File: src/rtl/rsa_pkg.sv
`default_nettype none
// rsa_pkg -- shared probe state encoding and default widths (rev 1.0).
package rsa_pkg;

  localparam int DEF_WIDTH = 8;
  localparam int DEF_CNT_W = 16;

  typedef enum logic [2:0] {
    IDLE   = 3'd0,
    LAUNCH = 3'd1,
    WAIT   = 3'd2,
    REPORT = 3'd3,
    DONE   = 3'd4
  } state_e;

endpackage
`default_nettype wire

File: src/rtl/rsa_latency_counter.sv
`default_nettype none
// rsa_latency_counter -- clear/enable cycle counter with a terminal flag at TIMEOUT (rev 1.0).
module rsa_latency_counter
  import rsa_pkg::*;
#(
  parameter int CNT_W   = DEF_CNT_W,
  parameter int TIMEOUT = 4096
) (
  input  logic             clk,
  input  logic             rst_n,
  input  logic             clr,
  input  logic             en,
  output logic [CNT_W-1:0] cnt,
  output logic             at_limit
);

  logic [CNT_W-1:0] cnt_q;
  logic [CNT_W-1:0] cnt_d;

  always_comb begin
    cnt_d = cnt_q;
    if (clr) begin
      cnt_d = '0;
    end else if (en) begin
      cnt_d = cnt_q + CNT_W'(1);
    end
  end

  always_ff @(posedge clk or negedge rst_n) begin
    if (!rst_n) begin
      cnt_q <= '0;
    end else begin
      cnt_q <= cnt_d;
    end
  end

  assign cnt      = cnt_q;
  assign at_limit = (cnt_q == CNT_W'(TIMEOUT));

endmodule
`default_nettype wire

File: src/rtl/rsa_timing_probe.sv
`default_nettype none
// rsa_timing_probe -- issues a ciphertext sequence to an RSA decrypt core and streams
// per-operation latency records (c, m, cycles, timeout) (rev 1.0).
module rsa_timing_probe
  import rsa_pkg::*;
#(
  parameter int WIDTH       = DEF_WIDTH,
  parameter int CNT_W       = DEF_CNT_W,
  parameter int TIMEOUT     = 4096,
  parameter int NUM_SAMPLES = 16
) (
  input  logic               clk,
  input  logic               rst_n,
  input  logic               run,
  input  logic [2*WIDTH-1:0] c_base,
  input  logic [2*WIDTH-1:0] c_step,
  output logic               dut_start,
  output logic [2*WIDTH-1:0] dut_c,
  input  logic               dut_finish,
  input  logic [2*WIDTH-1:0] dut_m,
  output logic               sample_valid,
  input  logic               sample_ready,
  output logic [2*WIDTH-1:0] sample_c,
  output logic [2*WIDTH-1:0] sample_m,
  output logic [CNT_W-1:0]   sample_cycles,
  output logic               sample_timeout,
  output logic               busy,
  output logic               done
);

  localparam int DW    = 2 * WIDTH;
  localparam int IDX_W = (NUM_SAMPLES > 1) ? $clog2(NUM_SAMPLES) : 1;
  localparam logic [IDX_W-1:0] LAST_IDX = IDX_W'(NUM_SAMPLES - 1);

  state_e           state_q, state_d;
  logic [DW-1:0]    cur_c_q, cur_c_d;
  logic [DW-1:0]    step_q, step_d;
  logic [IDX_W-1:0] idx_q, idx_d;
  logic             dut_start_q, dut_start_d;
  logic [DW-1:0]    dut_c_q, dut_c_d;
  logic             s_valid_q, s_valid_d;
  logic [DW-1:0]    s_c_q, s_c_d;
  logic [DW-1:0]    s_m_q, s_m_d;
  logic [CNT_W-1:0] s_cyc_q, s_cyc_d;
  logic             s_to_q, s_to_d;
  logic             busy_q, busy_d;
  logic             done_q, done_d;

  logic             cnt_run;
  logic [CNT_W-1:0] cnt;
  logic             cnt_at_limit;

  // Counter runs through LAUNCH so it already reads 1 in the first WAIT cycle.
  assign cnt_run = (state_q == LAUNCH) || (state_q == WAIT);

  rsa_latency_counter #(
    .CNT_W   (CNT_W),
    .TIMEOUT (TIMEOUT)
  ) u_counter (
    .clk      (clk),
    .rst_n    (rst_n),
    .clr      (!cnt_run),
    .en       (cnt_run),
    .cnt      (cnt),
    .at_limit (cnt_at_limit)
  );

  always_comb begin
    state_d = state_q;
    cur_c_d = cur_c_q;
    step_d  = step_q;
    idx_d   = idx_q;
    s_c_d   = s_c_q;
    s_m_d   = s_m_q;
    s_cyc_d = s_cyc_q;
    s_to_d  = s_to_q;

    case (state_q)
      IDLE: begin
        if (run) begin
          cur_c_d = c_base;
          step_d  = c_step;
          idx_d   = '0;
          state_d = LAUNCH;
        end
      end
      LAUNCH: state_d = WAIT;
      WAIT: begin
        // A finish in the terminal cycle still counts as a completed operation.
        if (dut_finish) begin
          s_c_d   = cur_c_q;
          s_m_d   = dut_m;
          s_cyc_d = cnt;
          s_to_d  = 1'b0;
          state_d = REPORT;
        end else if (cnt_at_limit) begin
          s_c_d   = cur_c_q;
          s_m_d   = '0;
          s_cyc_d = cnt;
          s_to_d  = 1'b1;
          state_d = REPORT;
        end
      end
      REPORT: begin
        if (sample_ready) begin
          if (s_to_q || (idx_q == LAST_IDX)) begin
            state_d = DONE;
          end else begin
            idx_d   = idx_q + IDX_W'(1);
            cur_c_d = cur_c_q + step_q;
            state_d = LAUNCH;
          end
        end
      end
      DONE:    state_d = IDLE;
      default: state_d = IDLE;
    endcase

    // Outputs are decoded from the next state so every port comes straight off a flop.
    dut_start_d = (state_d == LAUNCH);
    dut_c_d     = (state_d == LAUNCH) ? cur_c_d : dut_c_q;
    s_valid_d   = (state_d == REPORT);
    busy_d      = (state_d != IDLE);
    done_d      = (state_d == DONE);
  end

  always_ff @(posedge clk or negedge rst_n) begin
    if (!rst_n) begin
      state_q     <= IDLE;
      cur_c_q     <= '0;
      step_q      <= '0;
      idx_q       <= '0;
      dut_start_q <= 1'b0;
      dut_c_q     <= '0;
      s_valid_q   <= 1'b0;
      s_c_q       <= '0;
      s_m_q       <= '0;
      s_cyc_q     <= '0;
      s_to_q      <= 1'b0;
      busy_q      <= 1'b0;
      done_q      <= 1'b0;
    end else begin
      state_q     <= state_d;
      cur_c_q     <= cur_c_d;
      step_q      <= step_d;
      idx_q       <= idx_d;
      dut_start_q <= dut_start_d;
      dut_c_q     <= dut_c_d;
      s_valid_q   <= s_valid_d;
      s_c_q       <= s_c_d;
      s_m_q       <= s_m_d;
      s_cyc_q     <= s_cyc_d;
      s_to_q      <= s_to_d;
      busy_q      <= busy_d;
      done_q      <= done_d;
    end
  end

  assign dut_start      = dut_start_q;
  assign dut_c          = dut_c_q;
  assign sample_valid   = s_valid_q;
  assign sample_c       = s_c_q;
  assign sample_m       = s_m_q;
  assign sample_cycles  = s_cyc_q;
  assign sample_timeout = s_to_q;
  assign busy           = busy_q;
  assign done           = done_q;

endmodule
`default_nettype wire

File: config.mk
export PLATFORM = sky130hd
export DESIGN_NAME = rsa_timing_probe
export DESIGN_NICKNAME = d
export VERILOG_FILES = /design/src/rtl/rsa_pkg.sv /design/src/rtl/rsa_latency_counter.sv /design/src/rtl/rsa_timing_probe.sv
export SDC_FILE = /design/constraint.sdc
export NUM_CORES = 1
export LEC_CHECK = 0
export ABC_CLOCK_PERIOD_IN_PS = 4600
export CELL_PAD_IN_SITES_DETAIL_PLACEMENT = 2
export CELL_PAD_IN_SITES_GLOBAL_PLACEMENT = 2
export CORE_MARGIN = 2
export CORE_UTILIZATION = 35
export CTS_CLUSTER_SIZE = 10
export DETAILED_ROUTE_END_ITERATION = 6
export HOLD_SLACK_MARGIN = 0.15
export PLACE_DENSITY_LB_ADDON = 0.1
export SETUP_SLACK_MARGIN = 0.5
export SKIP_LAST_GASP = 1
export SYNTH_ARGS = -nofsm -noshare
export SYNTH_HDL_FRONTEND = slang
export SYNTH_SLANG_ARGS = --single-unit
File: constraint.sdc
create_clock -name clk -period 4.6 [get_ports clk]
set_input_delay 0.69 -clock clk [delete_from_list [all_inputs] [get_ports clk]]
set_output_delay 0.69 -clock clk [all_outputs]
set_load 0.03 [all_outputs]
==> impl_metrics.env, run 1 <==
export IMPL_path_clk_slew_ns=0.06
export IMPL_status="complete, no violations"
export IMPL_overflow=0
export IMPL_core_um2=16000
export IMPL_antenna_found_initial=0
export IMPL_worstPathArrival_ns=3.05
export IMPL_synth_flop_cell="dfrtp_1"
export IMPL_fin_area_um2=7870
export IMPL_cp_common_cell="o21ai_0"
export IMPL_port_buffers=121
export IMPL_synth_edf_count=0
export IMPL_hold_viol_final=0
export IMPL_synth_seq_cells=124
export IMPL_cts_buffer_depth=2
export IMPL_nets=713
export IMPL_cts_hold_fix_buffers=0
export IMPL_cts_sinks=124
export IMPL_multi_input_area_um2=2550
export IMPL_critPathLaunch="cur_c_q[0]"
export IMPL_grt_pass1_vias=5266
export IMPL_dieArea_um2=17500
export IMPL_fmax_ghz=0.360
export IMPL_ys_seq_area_share_pct=53.7
export IMPL_clk_latency_ns=0.42
export IMPL_hp_class="input pin to asynchronous set/reset pin"
export IMPL_finalCritPeriodShare_pct=60.3
export IMPL_route_vias_total=4495
export IMPL_finClkSkew_ns=0.00947
export IMPL_grt_total_usage_pct=20.4
export IMPL_tightestPinTransition_ns=1.01
export IMPL_pin_count=122
export IMPL_die_y_um=132
export IMPL_startpoint_type="flop"
export IMPL_cts_tree="built"
export IMPL_grt_pass1_wl_um=28200
export IMPL_placed_cells=838
export IMPL_crit_reg2reg_launch="cur_c_q[0]"
export IMPL_gp_congestion=0.765
export IMPL_syn_num_nets=586
export IMPL_diodes=0
export IMPL_crit_fanout=4
export IMPL_fin_crit_ns=2.78
export IMPL_drcViolationCount=0
export IMPL_final_core_util_pct=49.2
export IMPL_seq_area_um2=3100
export IMPL_timing_slew_headroom_pct=32.2
export IMPL_h_tree_depth=4
export IMPL_start_util_pct=36.1
export IMPL_yosysUniqueCellTypes=54
export IMPL_postCtsSetupRepairBufs=0
export IMPL_synthCells=514
export IMPL_setup_tns_ns=0
export IMPL_synth_warning_count=0
export IMPL_critPathRequiredTime_ns=4.87
export IMPL_p_per_area_nw_per_um2=780
export IMPL_async_flop_share_pct=100
export IMPL_syn_avg_cell_area_um2=11.2
export IMPL_drv_slew=0
export IMPL_grt_max_degree=48
export IMPL_cts_buffers=17
export IMPL_cts_root_buf="clkbuf_16"
export IMPL_slowest_delay_ns=0.44
export IMPL_drive_gt1_share_pct=15.7
export IMPL_synthesis_area_um2=5770
export IMPL_layout_common_cells="124 x dfrtp_1, 120 x clkdlybuf4s50_1, 60 x nand2_1"
export IMPL_critPathSlowestCell="a221oi_2"
export IMPL_post_dp_cell_area_um2=7230
export IMPL_path_cells="ha_1 > fa_1 > a21o_1 > a221oi_2 > o21ai_0 > o31ai_1 > xor2_1 > o21ai_0"
export IMPL_rsz0062_at_grt="no"
export IMPL_finalNonFillerCells=870
export IMPL_wl_per_cell_um=19.6
export IMPL_hpwl_um=11900
export IMPL_fillers=1627
export IMPL_setup_violations=0
export IMPL_drt_first_pass_iters=4
export IMPL_vias_per_cell=5.17
export IMPL_ctsResizeCount=0
export IMPL_drtAntennaViolNets=0
export IMPL_end_kind="flop"
export IMPL_cellLeakagePower_nw=3.52
export IMPL_critPathKind="flop to flop"
export IMPL_mostFrequentLayoutCell="dfrtp_1"
export IMPL_rows=46
export IMPL_ir_drop_uv=327
export IMPL_hold_ws_ns=0.280
export IMPL_drtIter0Drc=124
export IMPL_die_x_um=132
export IMPL_syn2layout_area_growth_pct=36.3
export IMPL_drt_total_wl_um=17000
export IMPL_maxCapViolCount=0
## cells by family (layout without fill, tap and decap cells)
| logic type | after synthesis | after routing | synth area share, % |
|---|---|---|---|
| AOI/OAI and AO/OA | 116 | 116 | 13.6 |
| xor gates and xnor gates | 27 | 27 | 4.10 |
| adders and majority gates | 19 | 19 | 4.25 |
| buffers and inverters | 30 | 170 | 2.17 |
| DFF | 124 | 124 | 53.7 |
| muxes | 52 | 52 | 10.1 |
| and+or+nand+nor | 146 | 146 | 12.0 |
## cell type report
cell class / instances / area share, %
Clock inverter: 11 / 2.10
Inverter: 9 / 0.429
Tap cell: 216 / 3.44
Sequential cell: 124 / 39.4
Multi-Input combinational cell: 360 / 32.5
Timing Repair Buffer: 129 / 16.1
Clock buffer: 21 / 5.98
## layer usage
metal / up-vias / routed length, µm / track usage, %
li1: 2084 / - / -
met1: 2307 / 7160 / 24.2
met2: 88 / 9100 / 37.1
met3: 16 / 564 / 4.83
met4: 0 / 202 / 5.44
met5: - / 0 / 0
## final timing paths
path / to / slack, ns / depth (start not counted)
max in group asynchronous: sample_cycles[3] / 3.33 / 2
hold reg to reg: dut_c[5] / 0.49 / 1
setup reg to reg: cur_c_q[14] / 1.82 / 8
min in group clk: dut_c[5] / 0.49 / 1
setup / recovery: cur_c_q[14] / 1.82 / 8
hold / removal: sample_m[13] / 0.28 / 1
## Yosys cell counts (all sizes together) (3+ instances only)
library cell / number / share of area (%)
a211oi: 5 / 0.65
a21o: 20 / 2.6
a21oi: 17 / 1.5
a221o: 8 / 1.4
a22oi: 4 / 0.52
a31oi: 3 / 0.33
and2: 4 / 0.43
and3: 6 / 0.65
and4: 3 / 0.46
buf: 12 / 1.0
clkbuf: 9 / 0.59
dfrtp: 124 / 54
ha: 18 / 3.9
inv: 9 / 0.59
mux2: 50 / 9.8
nand2: 61 / 4.0
nand3: 7 / 0.61
nand4: 7 / 0.76
nor2: 36 / 2.4
nor2b: 4 / 0.43
nor3: 5 / 0.52
nor4: 3 / 0.33
o211ai: 3 / 0.48
o21ai: 38 / 3.4
xnor2: 10 / 1.5
xor2: 17 / 2.6
## power breakdown
group | switching, mW | internal (mW)
combinational | 1.65 | 1.24
clock | 0.494 | 0.947
sequential | 0.317 | 1.49
total | 2.46 | 3.68
## critical path: cells and delay by family (launching register included)
| kind | cells | cell delay [ns] |
|---|---|---|
| AO/OA/AOI/OAI | 5 | 1.35 |
| adder cells (fa/ha/maj) | 2 | 0.66 |
| flip-flops | 1 | 0.40 |
| XOR/XNOR | 1 | 0.21 |
## metrics by stage
step | power, mW | worst slack [ns]
global route | 6.54 | 1.64
finish | 6.14 | 1.82
detailed placement | 4.70 | 1.70
CTS | 6.23 | 1.81
global placement | 4.56 | 1.79
floorplan | 3.65 | 2.22
## registers in the layout, indices dropped and copies added, names as in the netlist
| name | cells |
|---|---|
| done | 1 |
| state_q | 3 |
| sample_m | 16 |
| sample_timeout | 1 |
| sample_valid | 1 |
| sample_cycles | 16 |
| step_q | 16 |
| cur_c_q | 16 |
| sample_c | 16 |
| busy | 1 |
| dut_start | 1 |
| u_counter.cnt | 16 |
| idx_q | 4 |
| dut_c | 16 |
No activity file was read; power rests on OpenSTA's default activity.
==> run 2: changes to the inputs <==
- ABC_CLOCK_PERIOD_IN_PS: 4600 -> 2900
- CORE_UTILIZATION: 35 -> 33
- clock period: 4.6 -> 2.9 ns (I/O delays scaled with it)
==> impl_metrics.env, run 2 (synthesis results as in run 1) <==
export IMPL_r2r_cells=9
export IMPL_cts_buffers=17
export IMPL_clk_latency_ns=0.41
export IMPL_fmax_ghz=0.411
export IMPL_port_buffers=121
export IMPL_start_util_pct=33.6
export IMPL_route_vias_total=4558
export IMPL_drcViolationCount=0
export IMPL_r2r_setup_slack_ns=0.46
export IMPL_h_tree_depth=4
export IMPL_drt_total_wl_um=16900
export IMPL_tightestPinTransition_ns=0.615
export IMPL_finClkSkew_ns=0.00856
export IMPL_drtAntennaViolNets=0
export IMPL_grt_max_degree=69
export IMPL_grt_pass1_wl_um=27700
export IMPL_gp_congestion=0.780
export IMPL_comb_power_share_pct=50.5
export IMPL_mostFrequentLayoutCell="dfrtp_1"
export IMPL_die_y_um=136
export IMPL_drt_first_pass_iters=4
export IMPL_cts_tree="built"
export IMPL_finalNonFillerCells=891
export IMPL_setup_violations=0
export IMPL_vias_per_cell=5.12
export IMPL_critPathRequiredTime_ns=3.20
export IMPL_cts_sinks=124
export IMPL_ir_drop_uv=536
export IMPL_end_kind="flop"
export IMPL_cellLeakagePower_nw=3.55
export IMPL_p_int_mw=5.79
export IMPL_maxCapViolCount=0
export IMPL_core_um2=17200
export IMPL_grt_pass1_vias=5131
export IMPL_clkPwrFrac_pct=20.6
export IMPL_seqPwrFrac_pct=28.8
export IMPL_nets=725
export IMPL_post_dp_cell_area_um2=7280
export IMPL_die_x_um=136
export IMPL_antenna_found_initial=0
export IMPL_crit_reg2reg_launch="step_q[0]"
export IMPL_layout_common_cells="123 x dfrtp_1, 120 x clkdlybuf4s50_1, 60 x nand2_1"
export IMPL_drive_gt1_share_pct=18.5
export IMPL_worstReg2RegEnd="dut_c[12]"
export IMPL_syn2layout_area_growth_pct=38.3
export IMPL_critPathKind="flop to flop"
export IMPL_hp_class="input pin to asynchronous set/reset pin"
export IMPL_setup_tns_ns=0
export IMPL_overflow=0
export IMPL_dieArea_um2=18600
export IMPL_p_per_area_nw_per_um2=1230
export IMPL_rows=48
export IMPL_pin_count=122
export IMPL_fin_crit_ns=2.44
export IMPL_worstPathArrival_ns=2.73
export IMPL_power_total_mw=9.83
export IMPL_swShare_pct=41.1
export IMPL_finalCritPeriodShare_pct=84.0
export IMPL_startpoint_type="flop"
export IMPL_path_clk_slew_ns=0.06
export IMPL_drtIter0Drc=120
export IMPL_status="complete, no violations"
export IMPL_fillers=1791
export IMPL_wl_per_cell_um=18.9
export IMPL_drv_slew=0
export IMPL_cts_buffer_depth=2
export IMPL_rsz0062_at_grt="yes"
export IMPL_timing_slew_headroom_pct=59.0
export IMPL_crit_fanout=3
export IMPL_grt_total_usage_pct=19.2
export IMPL_diodes=0
export IMPL_placed_cells=850
export IMPL_p_sw_mw=4.04
export IMPL_hpwl_um=11800
export IMPL_cts_root_buf="clkbuf_16"
export IMPL_fin_area_um2=7990
export IMPL_hold_viol_final=0
==> run 2: per-layer routing <==
layer	GRT usage [%]	vias to the layer above	part of all wire (%)
li1	-	2117	-
met1	24.2	2339	44
met2	33.0	88	51
met3	3.84	14	3.5
met4	5.84	0	1.3
met5	0	-	0
==> run 2: worst max path at each step <==
stage / start / endpoint / cells past startpoint
after detailed placement: cur_c_q[0] / dut_c[12] / 9
after floorplan: cur_c_q[0] / cur_c_q[14] / 8
after global placement: cur_c_q[0] / dut_c[12] / 9
final: step_q[0] / dut_c[12] / 9
after global routing: step_q[0] / dut_c[12] / 9
after CTS: cur_c_q[0] / dut_c[12] / 9
==> run 2: area by class of cell <==
class | count | area, µm² | share of cell area, %
flip-flops and latches | 124 | 3100 | 38.9
multi-input cells | 360 | 2620 | 32.8
repair buffers | 141 | 1380 | 17.3
clock buffers | 22 | 474 | 5.94
well taps | 225 | 282 | 3.53
clock inverters | 10 | 90.1 | 1.13
inverters | 9 | 33.8 | 0.423
==> run 2: power by group through the flow <==
stage                     logic (mW)  clock network, mW  registers (mW)
after floorplan                 2.39                  0            3.39
after global placement          4.48                  0            2.83
after detailed placement        4.64                  0            2.87
after CTS                       4.82               2.10            2.84
after global routing            5.41               2.17            2.93
final                           4.97               2.03            2.83
==> run 2: critical path: stages (launching register included) <==
cell,delay [ns]
dfrtp_1,0.38
ha_2,0.20
fa_2,0.35
a21o_1,0.22
a221oi_4,0.29
buf_6,0.15
nor2_2,0.04
a311oi_2,0.26
xnor2_1,0.13
a221o_1,0.31
==> run 2: what timing repair did <==
action	in CTS	in global routing
endpoints found under the hold margin	20	0
setup endpoints to repair	13	49
pin swaps	6	6
hold buffers	1	0
gates resized for setup	6	13
buffers inserted	4	4
==> run 2: metrics by stage <==
step	worst slack [ns]	hold WS (ns)	util [%]
2_1_floorplan	0.525	0.139	-
3_3_place_gp	0.312	0.349	42.4
3_5_place_dp	0.253	0.353	42.4
4_1_cts	0.415	0.452	46.0
5_1_grt	0.342	0.480	46.5
6_report	0.464	0.456	46.5
